<file path="src/rtl/rom_arbiter_pkg.sv">
// Shared types and default widths for the ROM arbiter: port identifiers and the alignment helper.
package rom_arbiter_pkg;

    localparam int DEF_ADDR_WIDTH = 32;
    localparam int DEF_DATA_WIDTH = 32;
    localparam int DEF_CNT_WIDTH  = 32;

    typedef enum logic {
        PORT_IF = 1'b0,
        PORT_LD = 1'b1
    } arb_port_e;

    function automatic logic is_aligned(input logic [1:0] lsb);
        return lsb == 2'b00;
    endfunction

endpackage

</file>
<file path="src/rtl/rom_arbiter_if.sv">
// Request/response bundle for one ROM requester; master is the requester, slave is the arbiter.
interface rom_arbiter_if
    import rom_arbiter_pkg::*;
#(
    parameter int ADDR_WIDTH = DEF_ADDR_WIDTH,
    parameter int DATA_WIDTH = DEF_DATA_WIDTH
) ();

    logic                  req;
    logic [ADDR_WIDTH-1:0] addr;
    logic                  gnt;
    logic                  rvalid;
    logic [DATA_WIDTH-1:0] rdata;
    logic                  err;

    modport master (
        output req, addr,
        input  gnt, rvalid, rdata, err
    );

    modport slave (
        input  req, addr,
        output gnt, rvalid, rdata, err
    );

endinterface

</file>
<file path="src/rtl/rom_arbiter_rr_arb2.sv">
// Two-way round-robin arbiter: a lone requester wins, on conflict the requester not granted last wins.
module rr_arb2 #(
    parameter logic LAST_RESET = 1'b1
) (
    input  logic       clk_i,
    input  logic       rst_i,
    input  logic [1:0] i_req,
    input  logic       i_advance,
    output logic [1:0] o_gnt
);

    logic r_lastGnt;

    // Remember who won most recently so the other side gets the next conflict.
    always_ff @(posedge clk_i or posedge rst_i) begin
        if (rst_i) begin
            r_lastGnt <= LAST_RESET;
        end else if (i_advance) begin
            r_lastGnt <= o_gnt[1];
        end
    end

    always_comb begin
        o_gnt = 2'b00;
        case (i_req)
            2'b01:   o_gnt = 2'b01;
            2'b10:   o_gnt = 2'b10;
            2'b11:   o_gnt = r_lastGnt ? 2'b01 : 2'b10;
            default: o_gnt = 2'b00;
        endcase
    end

endmodule

</file>
<file path="src/rtl/rom_arbiter.sv">
// Shares a single-port synchronous ROM between instruction fetch (IF) and load (LD) ports.
// Optional performance counters are built when ROM_ARB_PERF_EN is defined.
module rom_arbiter
    import rom_arbiter_pkg::*;
#(
    parameter int ADDR_WIDTH = DEF_ADDR_WIDTH,
    parameter int DATA_WIDTH = DEF_DATA_WIDTH
`ifdef ROM_ARB_PERF_EN
    ,
    parameter int CNT_WIDTH  = DEF_CNT_WIDTH
`endif
) (
    input  logic                  clk_i,
    input  logic                  rst_i,
    rom_arbiter_if.slave          ifBus,
    rom_arbiter_if.slave          ldBus,
    output logic                  rom_ce_o,
    output logic [ADDR_WIDTH-1:0] rom_addr_o,
    input  logic [DATA_WIDTH-1:0] rom_rdata_i
`ifdef ROM_ARB_PERF_EN
    ,
    input  logic                  perf_clr_i,
    output logic [CNT_WIDTH-1:0]  if_gnt_cnt_o,
    output logic [CNT_WIDTH-1:0]  ld_gnt_cnt_o,
    output logic [CNT_WIDTH-1:0]  conflict_cnt_o
`endif
);

    logic [1:0]            w_req;
    logic [1:0]            w_gnt;
    logic                  w_any;
    logic                  w_aligned;
    logic [ADDR_WIDTH-1:0] w_addr;
    logic                  w_ifRsp;
    logic                  w_ldRsp;

    logic                  r_rspValid;
    arb_port_e             r_rspPort;
    logic                  r_rspErr;

    // Requests are masked during reset so no grant or ROM access can escape.
    assign w_req = {ldBus.req, ifBus.req} & {2{~rst_i}};

    rr_arb2 #(
        .LAST_RESET(PORT_LD)
    ) u_arb (
        .clk_i    (clk_i),
        .rst_i    (rst_i),
        .i_req    (w_req),
        .i_advance(w_any),
        .o_gnt    (w_gnt)
    );

    assign w_any     = |w_gnt;
    assign w_addr    = w_gnt[1] ? ldBus.addr : ifBus.addr;
    assign w_aligned = is_aligned(w_addr[1:0]);

    assign ifBus.gnt  = w_gnt[0];
    assign ldBus.gnt  = w_gnt[1];
    assign rom_ce_o   = w_any & w_aligned;
    assign rom_addr_o = rom_ce_o ? w_addr : '0;

    // Tag each grant with its owner so the next-cycle ROM data is steered back correctly.
    always_ff @(posedge clk_i or posedge rst_i) begin
        if (rst_i) begin
            r_rspValid <= 1'b0;
            r_rspPort  <= PORT_IF;
            r_rspErr   <= 1'b0;
        end else begin
            r_rspValid <= w_any;
            if (w_any) begin
                r_rspPort <= w_gnt[1] ? PORT_LD : PORT_IF;
                r_rspErr  <= ~w_aligned;
            end
        end
    end

    assign w_ifRsp = r_rspValid && (r_rspPort == PORT_IF);
    assign w_ldRsp = r_rspValid && (r_rspPort == PORT_LD);

    assign ifBus.rvalid = w_ifRsp;
    assign ifBus.err    = w_ifRsp && r_rspErr;
    assign ifBus.rdata  = (w_ifRsp && !r_rspErr) ? rom_rdata_i : '0;

    assign ldBus.rvalid = w_ldRsp;
    assign ldBus.err    = w_ldRsp && r_rspErr;
    assign ldBus.rdata  = (w_ldRsp && !r_rspErr) ? rom_rdata_i : '0;

`ifdef ROM_ARB_PERF_EN
    logic [CNT_WIDTH-1:0] r_ifGntCnt;
    logic [CNT_WIDTH-1:0] r_ldGntCnt;
    logic [CNT_WIDTH-1:0] r_conflictCnt;

    // Saturating counters; a clear overrides any increment in the same cycle.
    always_ff @(posedge clk_i or posedge rst_i) begin
        if (rst_i) begin
            r_ifGntCnt    <= '0;
            r_ldGntCnt    <= '0;
            r_conflictCnt <= '0;
        end else if (perf_clr_i) begin
            r_ifGntCnt    <= '0;
            r_ldGntCnt    <= '0;
            r_conflictCnt <= '0;
        end else begin
            if (w_gnt[0] && (r_ifGntCnt != '1)) begin
                r_ifGntCnt <= r_ifGntCnt + CNT_WIDTH'(1);
            end
            if (w_gnt[1] && (r_ldGntCnt != '1)) begin
                r_ldGntCnt <= r_ldGntCnt + CNT_WIDTH'(1);
            end
            if ((&w_req) && (r_conflictCnt != '1)) begin
                r_conflictCnt <= r_conflictCnt + CNT_WIDTH'(1);
            end
        end
    end

    assign if_gnt_cnt_o   = r_ifGntCnt;
    assign ld_gnt_cnt_o   = r_ldGntCnt;
    assign conflict_cnt_o = r_conflictCnt;
`endif

endmodule
</file>
<file path="src/flat_wrapper.sv">
// flat-port wrapper written by rule: the top's interface ports become plain ports
module rom_arbiter_flat import rom_arbiter_pkg::*;
#(
    parameter int ADDR_WIDTH = DEF_ADDR_WIDTH,
    parameter int DATA_WIDTH = DEF_DATA_WIDTH

)
  (clk_i, rst_i, rom_ce_o, rom_addr_o, rom_rdata_i, ifBus_req, ifBus_addr, ifBus_gnt, ifBus_rvalid, ifBus_rdata, ifBus_err, ldBus_req, ldBus_addr, ldBus_gnt, ldBus_rvalid, ldBus_rdata, ldBus_err);
  rom_arbiter_if #(.ADDR_WIDTH(ADDR_WIDTH), .DATA_WIDTH(DATA_WIDTH)) ifBus_i ();
  rom_arbiter_if #(.ADDR_WIDTH(ADDR_WIDTH), .DATA_WIDTH(DATA_WIDTH)) ldBus_i ();
  input  logic clk_i;
  input  logic rst_i;
  output logic rom_ce_o;
  output logic [ADDR_WIDTH-1:0] rom_addr_o;
  input  logic [DATA_WIDTH-1:0] rom_rdata_i;
  input wire logic [$bits(ifBus_i.req)-1:0] ifBus_req;
  input wire logic [$bits(ifBus_i.addr)-1:0] ifBus_addr;
  output wire logic [$bits(ifBus_i.gnt)-1:0] ifBus_gnt;
  output wire logic [$bits(ifBus_i.rvalid)-1:0] ifBus_rvalid;
  output wire logic [$bits(ifBus_i.rdata)-1:0] ifBus_rdata;
  output wire logic [$bits(ifBus_i.err)-1:0] ifBus_err;
  input wire logic [$bits(ldBus_i.req)-1:0] ldBus_req;
  input wire logic [$bits(ldBus_i.addr)-1:0] ldBus_addr;
  output wire logic [$bits(ldBus_i.gnt)-1:0] ldBus_gnt;
  output wire logic [$bits(ldBus_i.rvalid)-1:0] ldBus_rvalid;
  output wire logic [$bits(ldBus_i.rdata)-1:0] ldBus_rdata;
  output wire logic [$bits(ldBus_i.err)-1:0] ldBus_err;
  assign ifBus_i.req = ifBus_req;
  assign ifBus_i.addr = ifBus_addr;
  assign ifBus_gnt = ifBus_i.gnt;
  assign ifBus_rvalid = ifBus_i.rvalid;
  assign ifBus_rdata = ifBus_i.rdata;
  assign ifBus_err = ifBus_i.err;
  assign ldBus_i.req = ldBus_req;
  assign ldBus_i.addr = ldBus_addr;
  assign ldBus_gnt = ldBus_i.gnt;
  assign ldBus_rvalid = ldBus_i.rvalid;
  assign ldBus_rdata = ldBus_i.rdata;
  assign ldBus_err = ldBus_i.err;
  rom_arbiter #(.ADDR_WIDTH(ADDR_WIDTH), .DATA_WIDTH(DATA_WIDTH)) u_core (.clk_i(clk_i), .rst_i(rst_i), .ifBus(ifBus_i), .ldBus(ldBus_i), .rom_ce_o(rom_ce_o), .rom_addr_o(rom_addr_o), .rom_rdata_i(rom_rdata_i));
endmodule
</file>
<file path="config.mk">
export PLATFORM = sky130hd
export DESIGN_NAME = rom_arbiter_flat
export DESIGN_NICKNAME = d
export VERILOG_FILES = /design/src/rtl/rom_arbiter_pkg.sv /design/src/rtl/rom_arbiter_if.sv /design/src/rtl/rom_arbiter_rr_arb2.sv /design/src/rtl/rom_arbiter.sv /design/src/flat_wrapper.sv
export SDC_FILE = /design/constraint.sdc
export NUM_CORES = 1
export LEC_CHECK = 0
export ABC_AREA = 1
export BUFFER_PORTS_ARGS = -buffer_cell sky130_fd_sc_hd__buf_2
export CAP_MARGIN = 30
export CELL_PAD_IN_SITES_DETAIL_PLACEMENT = 0
export CELL_PAD_IN_SITES_GLOBAL_PLACEMENT = 2
export CORE_MARGIN = 5
export CORE_UTILIZATION = 10
export DETAILED_ROUTE_END_ITERATION = 8
export PLACE_DENSITY_LB_ADDON = 0.1
export SYNTH_ARGS = -nofsm -noshare
export SYNTH_HDL_FRONTEND = slang
export SYNTH_SLANG_ARGS = --single-unit
export TNS_END_PERCENT = 20
</file>
<file path="constraint.sdc">
create_clock -name clk_i -period 2.2 [get_ports clk_i]
set_input_delay 0.66 -clock clk_i [delete_from_list [all_inputs] [get_ports clk_i]]
set_output_delay 0.66 -clock clk_i [all_outputs]
set_load 0.005 [all_outputs]
</file>
Word level (Yosys, flattened, before mapping)
Cells that the tools add are included.
{"block": "word_totals", "regBits": 4, "out_inout_bits": 103}
{"block": "op_classes", "n_eq_ne": 3, "muxes": 7, "n_reduce_logical": 9, "bitwise_logic": 5}
{"op": "32-bit two-way mux", "n": 4}
{"op": "1-bit logical AND", "n": 6}
{"op": "2-bit one-hot mux with 3 select lines", "n": 1}
{"op": "2-bit equality test, second input constant", "n": 2}
{"op": "1-bit inverter", "n": 3}
{"op": "2-bit bitwise AND", "n": 1}
{"op": "2-bit by 1-bit equality test with 1-bit output, second input constant", "n": 1}
{"op": "2-bit zero test", "n": 1}
{"op": "2-bit two-way mux", "n": 1}
{"op": "2-bit OR reduction", "n": 1}
{"op": "1-bit bitwise AND", "n": 1}
{"op": "1-bit zero test", "n": 1}
{"op": "1-bit two-way mux", "n": 1}

Longest topological paths before layout
Gate-level depths: netlist (run 1).
{"block": "depth", "ltp_word": 8, "depth_mapped": 7}

Hierarchy
From an unflattened synthesis (run 1), not the netlist that was laid out.
{"block": "unflattened", "cells_unflattened": 248, "hier_area_um2": 1277.5}
{"mod": "rom_arbiter", "area_per_inst_um2": 1209.9, "n_inst": 1, "cells_per_inst": 238}
{"mod": "rr_arb2", "area_per_inst_um2": 67.6, "n_inst": 1, "cells_per_inst": 10}

Least setup slack after synthesis (run 1)
OpenSTA, ideal clock, no wires.
{"block": "synth_path", "kind": "input-to-output", "from": "input port rst_i", "to": "output port rom_addr_o[10]", "cell_stages": 6, "slack_ns": 0.125, "t_arrival_ns": 1.415, "path_buffers": 1, "cell_sequence": "inv_2 nand2_1 nand2_2 nand3_2 buf_6 a21oi_2"}
{"block": "synth_via", "elab_chain_len": 8, "elab_cells_between_ends": 11, "classes_between": "eq/ne (3); mux (3); bitwise (3); reduce/logical (2)"}
{"item": "start: declaration", "line": "flat_wrapper.sv:12", "rtl": "input logic rst_i;"}
{"item": "1-bit inverter *", "line": "rom_arbiter.sv:42", "rtl": "assign w_req = {ldBus.req, ifBus.req} & {2{~rst_i}};"}
{"item": "2-bit bitwise AND *", "line": "rom_arbiter.sv:42"}
{"item": "2-bit equality test / 2-bit by 1-bit equality test with 1-bit output (equally long branches)", "line": "rom_arbiter_rr_arb2.sv:25", "rtl": "case (i_req)"}
{"item": "2-bit one-hot mux with 3 select lines *", "line": "rom_arbiter_rr_arb2.sv:25"}
{"item": "32-bit two-way mux", "line": "rom_arbiter.sv:55", "rtl": "assign w_addr = w_gnt[1] ? ldBus.addr : ifBus.addr;"}
{"item": "2-bit zero test", "line": "rom_arbiter_pkg.sv:14", "rtl": "return lsb == 2'b00;"}
{"item": "1-bit bitwise AND", "line": "rom_arbiter.sv:60", "rtl": "assign rom_ce_o = w_any & w_aligned;"}
{"item": "32-bit two-way mux *", "line": "rom_arbiter.sv:61", "rtl": "assign rom_addr_o = rom_ce_o ? w_addr : '0;"}
{"item": "end: declaration", "line": "flat_wrapper.sv:14", "rtl": "output logic [ADDR_WIDTH-1:0] rom_addr_o;"}
Mark *: on every way between the ends. The rest lies on a longest branch, timed or not.

Final worst setup path (run 1)
{"block": "layout_path", "from": "input port ldBus_addr[1]", "to": "output port rom_addr_o[2]"}
{"block": "layout_via", "elab_chain_len": 4}
{"item": "start: declaration", "line": "flat_wrapper.sv:23", "rtl": "input wire logic [$bits(ldBus_i.addr)-1:0] ldBus_addr;"}
{"item": "32-bit two-way mux", "line": "rom_arbiter.sv:55"}
{"item": "2-bit zero test", "line": "rom_arbiter_pkg.sv:14"}
{"item": "1-bit bitwise AND", "line": "rom_arbiter.sv:60"}
{"item": "32-bit two-way mux", "line": "rom_arbiter.sv:61"}
Every way passes these cells.

==> results of run 1 <==
-- stage by stage --
stage          area, um^2  util, %  std cells  hold WS (ns)  total power, uW
3_5_place_dp         2600     20.6        621         0.504              567
3_3_place_gp         2600     20.6        621         0.507              573
6_report             3080     24.4        641         0.397              968
5_1_grt              3080     24.4        641         0.415             1040
4_1_cts              3000     23.8        640         0.430              964
2_1_floorplan        1290        -        247         0.413              323
-- flip-flops by register name, indices dropped and copies added (netlist names) --
register / flops
u_core.u_arb.r_lastGnt: 1
u_core.r_rspValid: 1
u_core.r_rspErr: 1
u_core.r_rspPort: 1
-- area by class of cell --
type | count | area share [%]
timing repair buffer | 238 | 49.6
clock buffer | 4 | 2.56
inverter | 44 | 5.44
multi-input combinational | 179 | 32.1
tap | 172 | 6.98
sequential | 4 | 3.29
-- per-layer routing --
metal | global-route usage [%] | part of all wire (%) | up-vias
met5 | 0 | 0 | -
li1 | - | - | 1186
met1 | 10.5 | 40 | 974
met4 | 1.04 | 0.13 | 0
met2 | 16.5 | 48 | 120
met3 | 3.54 | 12 | 2
-- cell usage in the layout (no fill, tap or decap), drive strengths merged --
cell type and count:
dfstp 1, buf 237, nand3 34, conb 2, o21ai 1, nor2 67
inv 44, dfrtp 3, clkbuf 5, or2 1, nand2 43, nor3 1
a21oi 30
-- path summary, 6_finish.rpt --
path                            slack, ns                            endpoint
min in group clk_i                   0.57        u_core.r_rspPort$_DFFE_PP0P_
worst min register to register       0.57        u_core.r_rspPort$_DFFE_PP0P_
worst max-delay path                -0.15                       rom_addr_o[2]
max in group asynchronous            1.61  u_core.u_arb.r_lastGnt$_DFFE_PP1P_
worst min-delay path                 0.40        u_core.r_rspPort$_DFFE_PP0P_
worst max register to register       0.79  u_core.u_arb.r_lastGnt$_DFFE_PP1P_
-- synthesized netlist by cell type --
master	number	share of area (%)
buf_6	6	5.2
clkbuf_1	6	1.7
nand3_2	1	0.78
nand2_1	40	12
buf_2	3	1.2
or2_2	1	0.48
a21oi_1	1	0.39
nand2_2	2	0.97
conb_1	1	0.29
inv_2	1	0.29
dfstp_2	1	2.0
buf_4	5	2.9
nor3_1	1	0.39
inv_1	43	12
nor2_2	1	0.48
dfrtp_1	3	5.8
nor2_1	66	19
nand2_4	1	0.87
o21ai_0	1	0.39
a21oi_2	29	20
nand3_1	33	13
-- worst max-delay path: cells and delay by family --
kind	cells	cell delay [ns]
buffers and inverters	4	0.51
AND/OR/NAND/NOR	3	0.43
AO/OA/AOI/OAI	1	0.10
-- power groups by stage --
stage	registers, uW	clock network, uW	logic (uW)
global route	90.9	305	647
floorplan	89.2	0	234
global placement	90.6	0	483
finish	89.7	293	586
detailed placement	90.5	0	476
CTS	89.8	300	574
-- repair_timing --
item	CTS	global route
pin swaps	9	10
setup buffers	12	0
gates resized for setup	35	17
endpoints found under the setup margin	32	32
gates cloned	4	1
endpoints found under the hold margin	0	0
-- cell families (layout without fill, tap and decap cells) --
logic type	after synthesis	in the layout	synth area share, %
AO/OA/AOI/OAI	31	31	20.4
buffers and inverters	64	286	23.8
flip-flops	4	4	7.85
other	1	2	0.290
AND/OR/NAND/NOR	146	146	47.6
==> flow_summary_export.csv, run 1 <==
group,metric,value,unit
yosys,ys_ff_latch,4,
clocking,cts_buffer_depth,2,
pwr,peakVddDrop,0.000142,V
final_layout,num-nets-final,570,
timing,fin_ws,-0.145,ns
final_layout,drive_above_1_share,63.1,%
setup_path,cp-start-kind,"input pin",
pwr,power_frac_clock,30.2,%
clocking,cts_max_level,1,
clocking,root_buffer,"clkbuf_16",
run,maxCapViolations,0,
placed_design,place_congestion,0.629,
grt,grt_antenna_before_repair,0,
floorplanning,coreArea,0.0126,mm^2
setup_path,endpoint_kind,"output pin",
drt,wire_per_inst,12.3,um
drt,drtAntennaViolNets,0,
floorplanning,initial_core_util,10.2,%
clocking,clk_latency,0.22,ns
grt,grt_max_degree,33,
timing,setup_tns,-3.88,ns
floorplanning,die_w,124,um
setup_path,arrival,1.69,ns
yosys,synth_cell_type_count,21,
pwr,p_seq_share,9.3,%
pwr,swShare,35.5,%
pwr,internal_power,624,uW
floorplanning,die_h,124,um
setup_path,timing.rr.start,"u_core.u_arb.r_lastGnt$_DFFE_PP1P_",
grt,grt_usage,9.13,%
setup_path,ff2ff_path_depth,8,
timing,slew_violations,0,
placed_design,portBuffers,200,
clocking,cts_buffers,3,
timing,skew,0.000917,ns
pwr,pwr-share-comb,60.5,%
final_layout,diodes,0,
setup_path,critPathKind,"input pin to output pin",
run_status,status,"finished with violations",
setup_path,critical_path_required,1.54,ns
clocking,cts_tree,"built",
drt,first_pass_iters,4,
pwr,power.density,314,mW/mm^2
final_layout,regArea,101,um^2
pwr,p_leak,0.00194,uW
clocking,holdBufCountCts,0,
grt,grt_pass1_wl,10900,um
setup_path,cp_max_fo,5,
clocking,path_clk_slew,0.03,ns
timing,rsz0062_at_grt,"yes",
placed_design,dp_slack,-0.207,ns
grt,grt-ovfl-total,0,
timing,fin_crit,2.35,ns
floorplanning,placementRows,41,
final_layout,multiInputGateArea,991,um^2
yosys,synth_cells,246,
yosys,synth_area,0.00129,mm^2
setup_path,crit_path_top_delay_cell,"or2_4",
drt,num_vias,2282,
worst_hold_path,hold_class,"input pin to asynchronous set/reset pin",
timing,fin_crit_sh,107,%
drt,routed_via_density,3.56,
final_layout,nFillCells,1466,
pwr,p_sw,343,uW
placed_design,post-dp-hpwl,6140,um
setup_path,cpMostUsedCell,"buf_6",
clocking,clock_sinks,4,
timing,fmax,426,MHz
setup_path,max_stage_delay,0.25,ns
final_layout,synthToLayoutAreaGrowth,139,%
run_status,violations,"setup timing",
drt,drc_errors,0,
floorplanning,ios,203,
grt,grt_pass1_vias,2221,
yosys,avgSynthCellArea,5.25,um^2
drt,totalWireLength,7890,um
setup_path,crit_start,"ldBus_addr[1]",
yosys,yosysSeqAreaShare,7.85,%
yosys,ys_warn_count,0,
timing,hold_violations,0,
floorplanning,die_area,0.0153,mm^2
setup_path,cp_cell_sequence,"buf_6 -> or2_4 -> nand2_4 -> nand3_4 -> buf_6 -> buf_12 -> a21oi_2 -> buf_2",
timing,setup_violations,31,
drt,drtIter0Drc,54,
No activity file was read; power rests on OpenSTA's default activity.
==> run 2, diff against run 1 <==
SETUP_SLACK_MARGIN = 0.4   (was not set)
==> flow_summary_export.csv, run 2 (synthesized netlist as in run 1, its figures left out) <==
group,metric,value,unit
clocking,cts_max_level,1,
placed_design,post-dp-hpwl,6420,um
pwr,power.density,296,mW/mm^2
final_layout,multiInputGateArea,0.00133,mm^2
clocking,root_buffer,"clkbuf_16",
floorplanning,placementRows,41,
grt,grt_usage,9.18,%
setup_path,r2r-end,"u_core.r_rspPort$_DFFE_PP0P_",
timing,fin_ws,-0.163,ns
setup_path,cp-start-kind,"input pin",
grt,grt_antenna_before_repair,1,
drt,drtAntennaViolNets,0,
run,maxCapViolations,0,
drt,num_vias,2329,
drt,totalWireLength,7840,um
placed_design,portBuffers,200,
pwr,p_leak,0.00192,uW
timing,whs,0.424,ns
final_layout,num-nets-final,565,
run_status,violations,"setup timing",
run_status,status,"finished with violations",
timing,slew_violations,0,
timing,fmax,423,MHz
clocking,clock_sinks,4,
grt,grt_pass1_vias,2323,
timing,skew,0.00213,ns
drt,wl_met1,2790,um
drt,first_pass_iters,4,
timing,fin_crit_sh,107,%
drt,wl_met3,1010,um
drt,highest-signal-layer,"met5",
timing,setup_violations,32,
setup_path,reg2reg_slack,0.81,ns
grt,grt_max_degree,23,
clocking,clk_latency,0.22,ns
worst_hold_path,hold_class,"input pin to asynchronous set/reset pin",
grt,grt_pass1_wl,11200,um
final_layout,diodes,0,
floorplanning,die_area,0.0153,mm^2
placed_design,placed_cells,622,
setup_path,max_stage_delay,0.25,ns
clocking,path_clk_slew,0.03,ns
setup_path,timing.rr.start,"u_core.u_arb.r_lastGnt$_DFFE_PP1P_",
setup_path,crit_path_top_delay_cell,"or2_4",
final_layout,synthToLayoutAreaGrowth,167,%
setup_path,critPathKind,"input pin to output pin",
final_layout,regArea,101,um^2
floorplanning,die_h,124,um
final_layout,post-route-util,27.3,%
setup_path,critical_path_required,1.54,ns
final_layout,final_cell_mix,"buf_2, nor2_4, inv_1",
drt,wire_per_inst,12.3,um
setup_path,arrival,1.70,ns
clocking,cts_buffers,3,
placed_design,place_congestion,0.721,
drt,drtIter0Drc,51,
timing,rsz0062_at_grt,"yes",
drt,dr_wl_met2,3990,um
setup_path,ff2ff_path_depth,9,
final_layout,final_cell_count_no_fill,636,
final_layout,drive_above_1_share,73.9,%
final_layout,nFillCells,1457,
floorplanning,ios,203,
timing,fin_crit,2.36,ns
floorplanning,initial_core_util,10.2,%
setup_path,cp_max_fo,5,
timing,hold_violations,0,
clocking,cts_buffer_depth,2,
drt,routed_via_density,3.66,
floorplanning,coreArea,0.0126,mm^2
floorplanning,die_w,124,um
drt,drc_errors,0,
final_layout,final_common_cell,"buf_2",
grt,grt-ovfl-total,0,
clocking,cts_tree,"built",
setup_path,cp_cell_sequence,"buf_6 -> or2_4 -> nand2_4 -> nand3_4 -> buf_12 -> clkbuf_16 -> a21oi_2 -> buf_2",
setup_path,endpoint_kind,"output pin",
pwr,peakVddDrop,0.000154,V
placed_design,dp_slack,-0.180,ns
[run 2: final cells by class]
cell class                      count  area share, %
Clock buffer                        4           2.28
Timing Repair Buffer              233           45.0
Tap cell                          172           6.24
Inverter                           44           5.00
Sequential cell                     4           2.94
Multi-Input combinational cell    179           38.5
[run 2: critical path: cells and delay by family]
| family | cells | cell delay, ns |
|---|---|---|
| buf+inv | 4 | 0.52 |
| compound gates | 1 | 0.10 |
| simple gates | 3 | 0.42 |
[run 2: worst max path at each step]
stage / to / slack [ns] / start
final: rom_addr_o[20] / -0.16 / ldBus_addr[1]
after CTS: rom_addr_o[21] / -0.16 / ifBus_req
after detailed placement: rom_addr_o[5] / -0.18 / ifBus_req
after floorplan: rom_addr_o[10] / 0.19 / ldBus_addr[0]
after global placement: rom_addr_o[31] / -0.16 / ifBus_req
after global routing: rom_addr_o[14] / -0.21 / rst_i
[run 2: per-stage QoR]
stage / instance area (um^2) / power, uW / setup TNS (ns)
floorplan: 1360 / 338 / 0
global placement: 2630 / 581 / -4.45
detailed placement: 2630 / 573 / -4.83
CTS: 3060 / 970 / -4.34
global route: 3450 / 1100 / -5.94
finish: 3450 / 1020 / -4.03
[run 2: report_power, final]
group / switching (uW) / internal (uW) / total [uW]
combinational: 328 / 308 / 637
sequential: 7.03 / 85.1 / 92.1
clock: 53.7 / 240 / 293
[run 2: timing repair]
action                                 4_1_cts  5_1_grt
buffers inserted                             8        0
gates cloned                                 1        1
endpoints found under the hold margin        0        0
pin swaps                                   67       69
hold buffers                                 0        0
gates resized for setup                     60       94
setup endpoints to repair                   97       97
[run 2: layer usage]
metal	GRT usage, %	up-vias
met5	0	-
met4	2.28	2
met3	3.09	4
met2	16.7	122
met1	10.2	1025
li1	-	1176
==> run 3, diff against run 2 <==
CORE_MARGIN = 4   (was 5)
TNS_END_PERCENT = not set   (was 20)
==> flow_summary_export.csv, run 3 (synthesized netlist as in run 1, its figures left out) <==
group,metric,value,unit
setup_path,r2r-end,"u_core.r_rspErr$_DFFE_PP0P_",
timing,fin_crit_sh,104,%
setup_path,crit_path_top_delay_cell,"buf_4",
placed_design,dp_slack,-0.159,ns
setup_path,critPathBufInv,4,
setup_path,crit_family,"buffers and inverters",
clocking,cts_tree,"built",
drt,wire_per_inst,12.2,um
timing,slew_violations,0,
timing,fin_crit,2.28,ns
final_layout,synthToLayoutAreaGrowth,186,%
timing,fmax,438,MHz
worst_hold_path,hold_class,"input pin to asynchronous set/reset pin",
run_status,status,"finished with violations",
setup_path,cpMostUsedCell,"nand2_4",
setup_path,critPathCapture,"rom_addr_o[9]",
timing,fin_ws,-0.0806,ns
pwr,p_leak,0.00201,uW
setup_path,max_stage_delay,0.20,ns
grt,grt_pass1_vias,2292,
setup_path,cp_max_fo,10,
floorplanning,initial_core_util,10.2,%
floorplanning,die_w,122,um
final_layout,num-nets-final,577,
setup_path,cp_cell_sequence,"buf_8 -> inv_6 -> nor2_4 -> nand2_4 -> nand2_4 -> nand3_4 -> buf_4 -> a21oi_2 -> buf_2",
timing,skew,0.00151,ns
final_layout,drive_above_1_share,75.8,%
timing,setup_tns,-1.59,ns
floorplanning,die_h,122,um
pwr,power.density,298,mW/mm^2
final_layout,diodes,0,
grt,grt_antenna_before_repair,0,
final_layout,nFillCells,1416,
run,maxCapViolations,0,
placed_design,post-dp-hpwl,5930,um
drt,first_pass_iters,4,
final_layout,final_cell_mix,"buf_2, nor2_4, inv_1",
clocking,cts_buffer_depth,2,
grt,grt_pass1_wl,11500,um
run_status,violations,"setup timing",
setup_path,critPathKind,"input pin to output pin",
timing,rsz0062_at_grt,"yes",
clocking,clock_sinks,4,
setup_path,critical_path_required,1.54,ns
setup_path,reg2reg_slack,0.87,ns
clocking,path_clk_slew,0.03,ns
grt,grt_max_degree,20,
clocking,cts_buffers,3,
setup_path,endpoint_kind,"output pin",
clocking,clk_latency,0.22,ns
timing,hold_violations,0,
clocking,root_buffer,"clkbuf_16",
final_layout,final_cell_count_no_fill,648,
placed_design,place_congestion,0.698,
final_layout,final_common_cell,"buf_2",
setup_path,arrival,1.62,ns
grt,grt_usage,9.70,%
floorplanning,ios,203,
timing,whs,0.497,ns
setup_path,timing.rr.start,"u_core.u_arb.r_lastGnt$_DFFE_PP1P_",
placed_design,placed_cells,618,
setup_path,ff2ff_path_depth,8,
setup_path,cp.depth,9,
floorplanning,die_area,0.0148,mm^2
pwr,peakVddDrop,0.000107,V
drt,num_vias,2374,
setup_path,cp-start-kind,"input pin",
drt,totalWireLength,7900,um
drt,drtAntennaViolNets,0,
drt,drtIter0Drc,23,
drt,routed_via_density,3.66,
placed_design,portBuffers,200,
timing,setup_violations,29,
setup_path,crit_start,"ifBus_req",
grt,grt-ovfl-total,0,
clocking,cts_max_level,1,
drt,drc_errors,0,
floorplanning,coreArea,0.0126,mm^2
floorplanning,placementRows,41,
run 3: through the flow:
stage	area [um^2]	utilization [%]	total power, uW
global placement	2640	20.9	580
global route	3700	29.3	1190
floorplan	1380	-	342
detailed placement	2640	20.9	574
finish	3700	29.3	1100
CTS	3230	25.6	1010
run 3: worst min path at each step:
stage,startpoint,end,slack (ns),cells after the start
after floorplan,rst_i,u_core.r_rspErr$_DFFE_PP0P_,0.41,1
after global placement,u_core.u_arb.r_lastGnt$_DFFE_PP1P_,u_core.u_arb.r_lastGnt$_DFFE_PP1P_,0.50,2
after detailed placement,u_core.u_arb.r_lastGnt$_DFFE_PP1P_,u_core.u_arb.r_lastGnt$_DFFE_PP1P_,0.51,2
after CTS,rst_i,u_core.r_rspPort$_DFFE_PP0P_,0.50,4
after global routing,rst_i,u_core.r_rspErr$_DFFE_PP0P_,0.51,4
final,rst_i,u_core.r_rspErr$_DFFE_PP0P_,0.50,4
run 3: layer usage:
metal	share of wire, %	global-route usage [%]
met1	35	10.2
met2	54	19.1
met3	11	2.23
met4	0.68	2.52
met5	0	0
run 3: timing repair:
action | CTS | global route
gates resized for setup | 77 | 98
hold buffers | 0 | 0
cloned | 5 | 1
pin swaps | 7 | 4
buffers inserted | 15 | 5
endpoints found under the setup margin | 97 | 100
run 3: power breakdown:
part | internal, uW | switching, uW
combinational | 355 | 364
clock | 239 | 51.7
sequential | 85.5 | 7.58
run 3: cell type report:
class	count	area (um^2)	share of cell area [%]
Timing Repair Buffer	245	1690	45.8
Multi-Input combinational cell	179	1420	38.5
Tap cell	172	215	5.82
Inverter	44	185	5.01
Sequential cell	4	103	2.77
Clock buffer	4	78.8	2.13
run 3: worst register-to-register path, cell delays in order (launching register included):
cell     delay (ns)
dfstp_2        0.50
inv_1          0.05
nand2_2        0.08
nand2_4        0.09
nand2_4        0.09
nand3_4        0.10
buf_4          0.20
nand2_1        0.07
inv_1          0.04
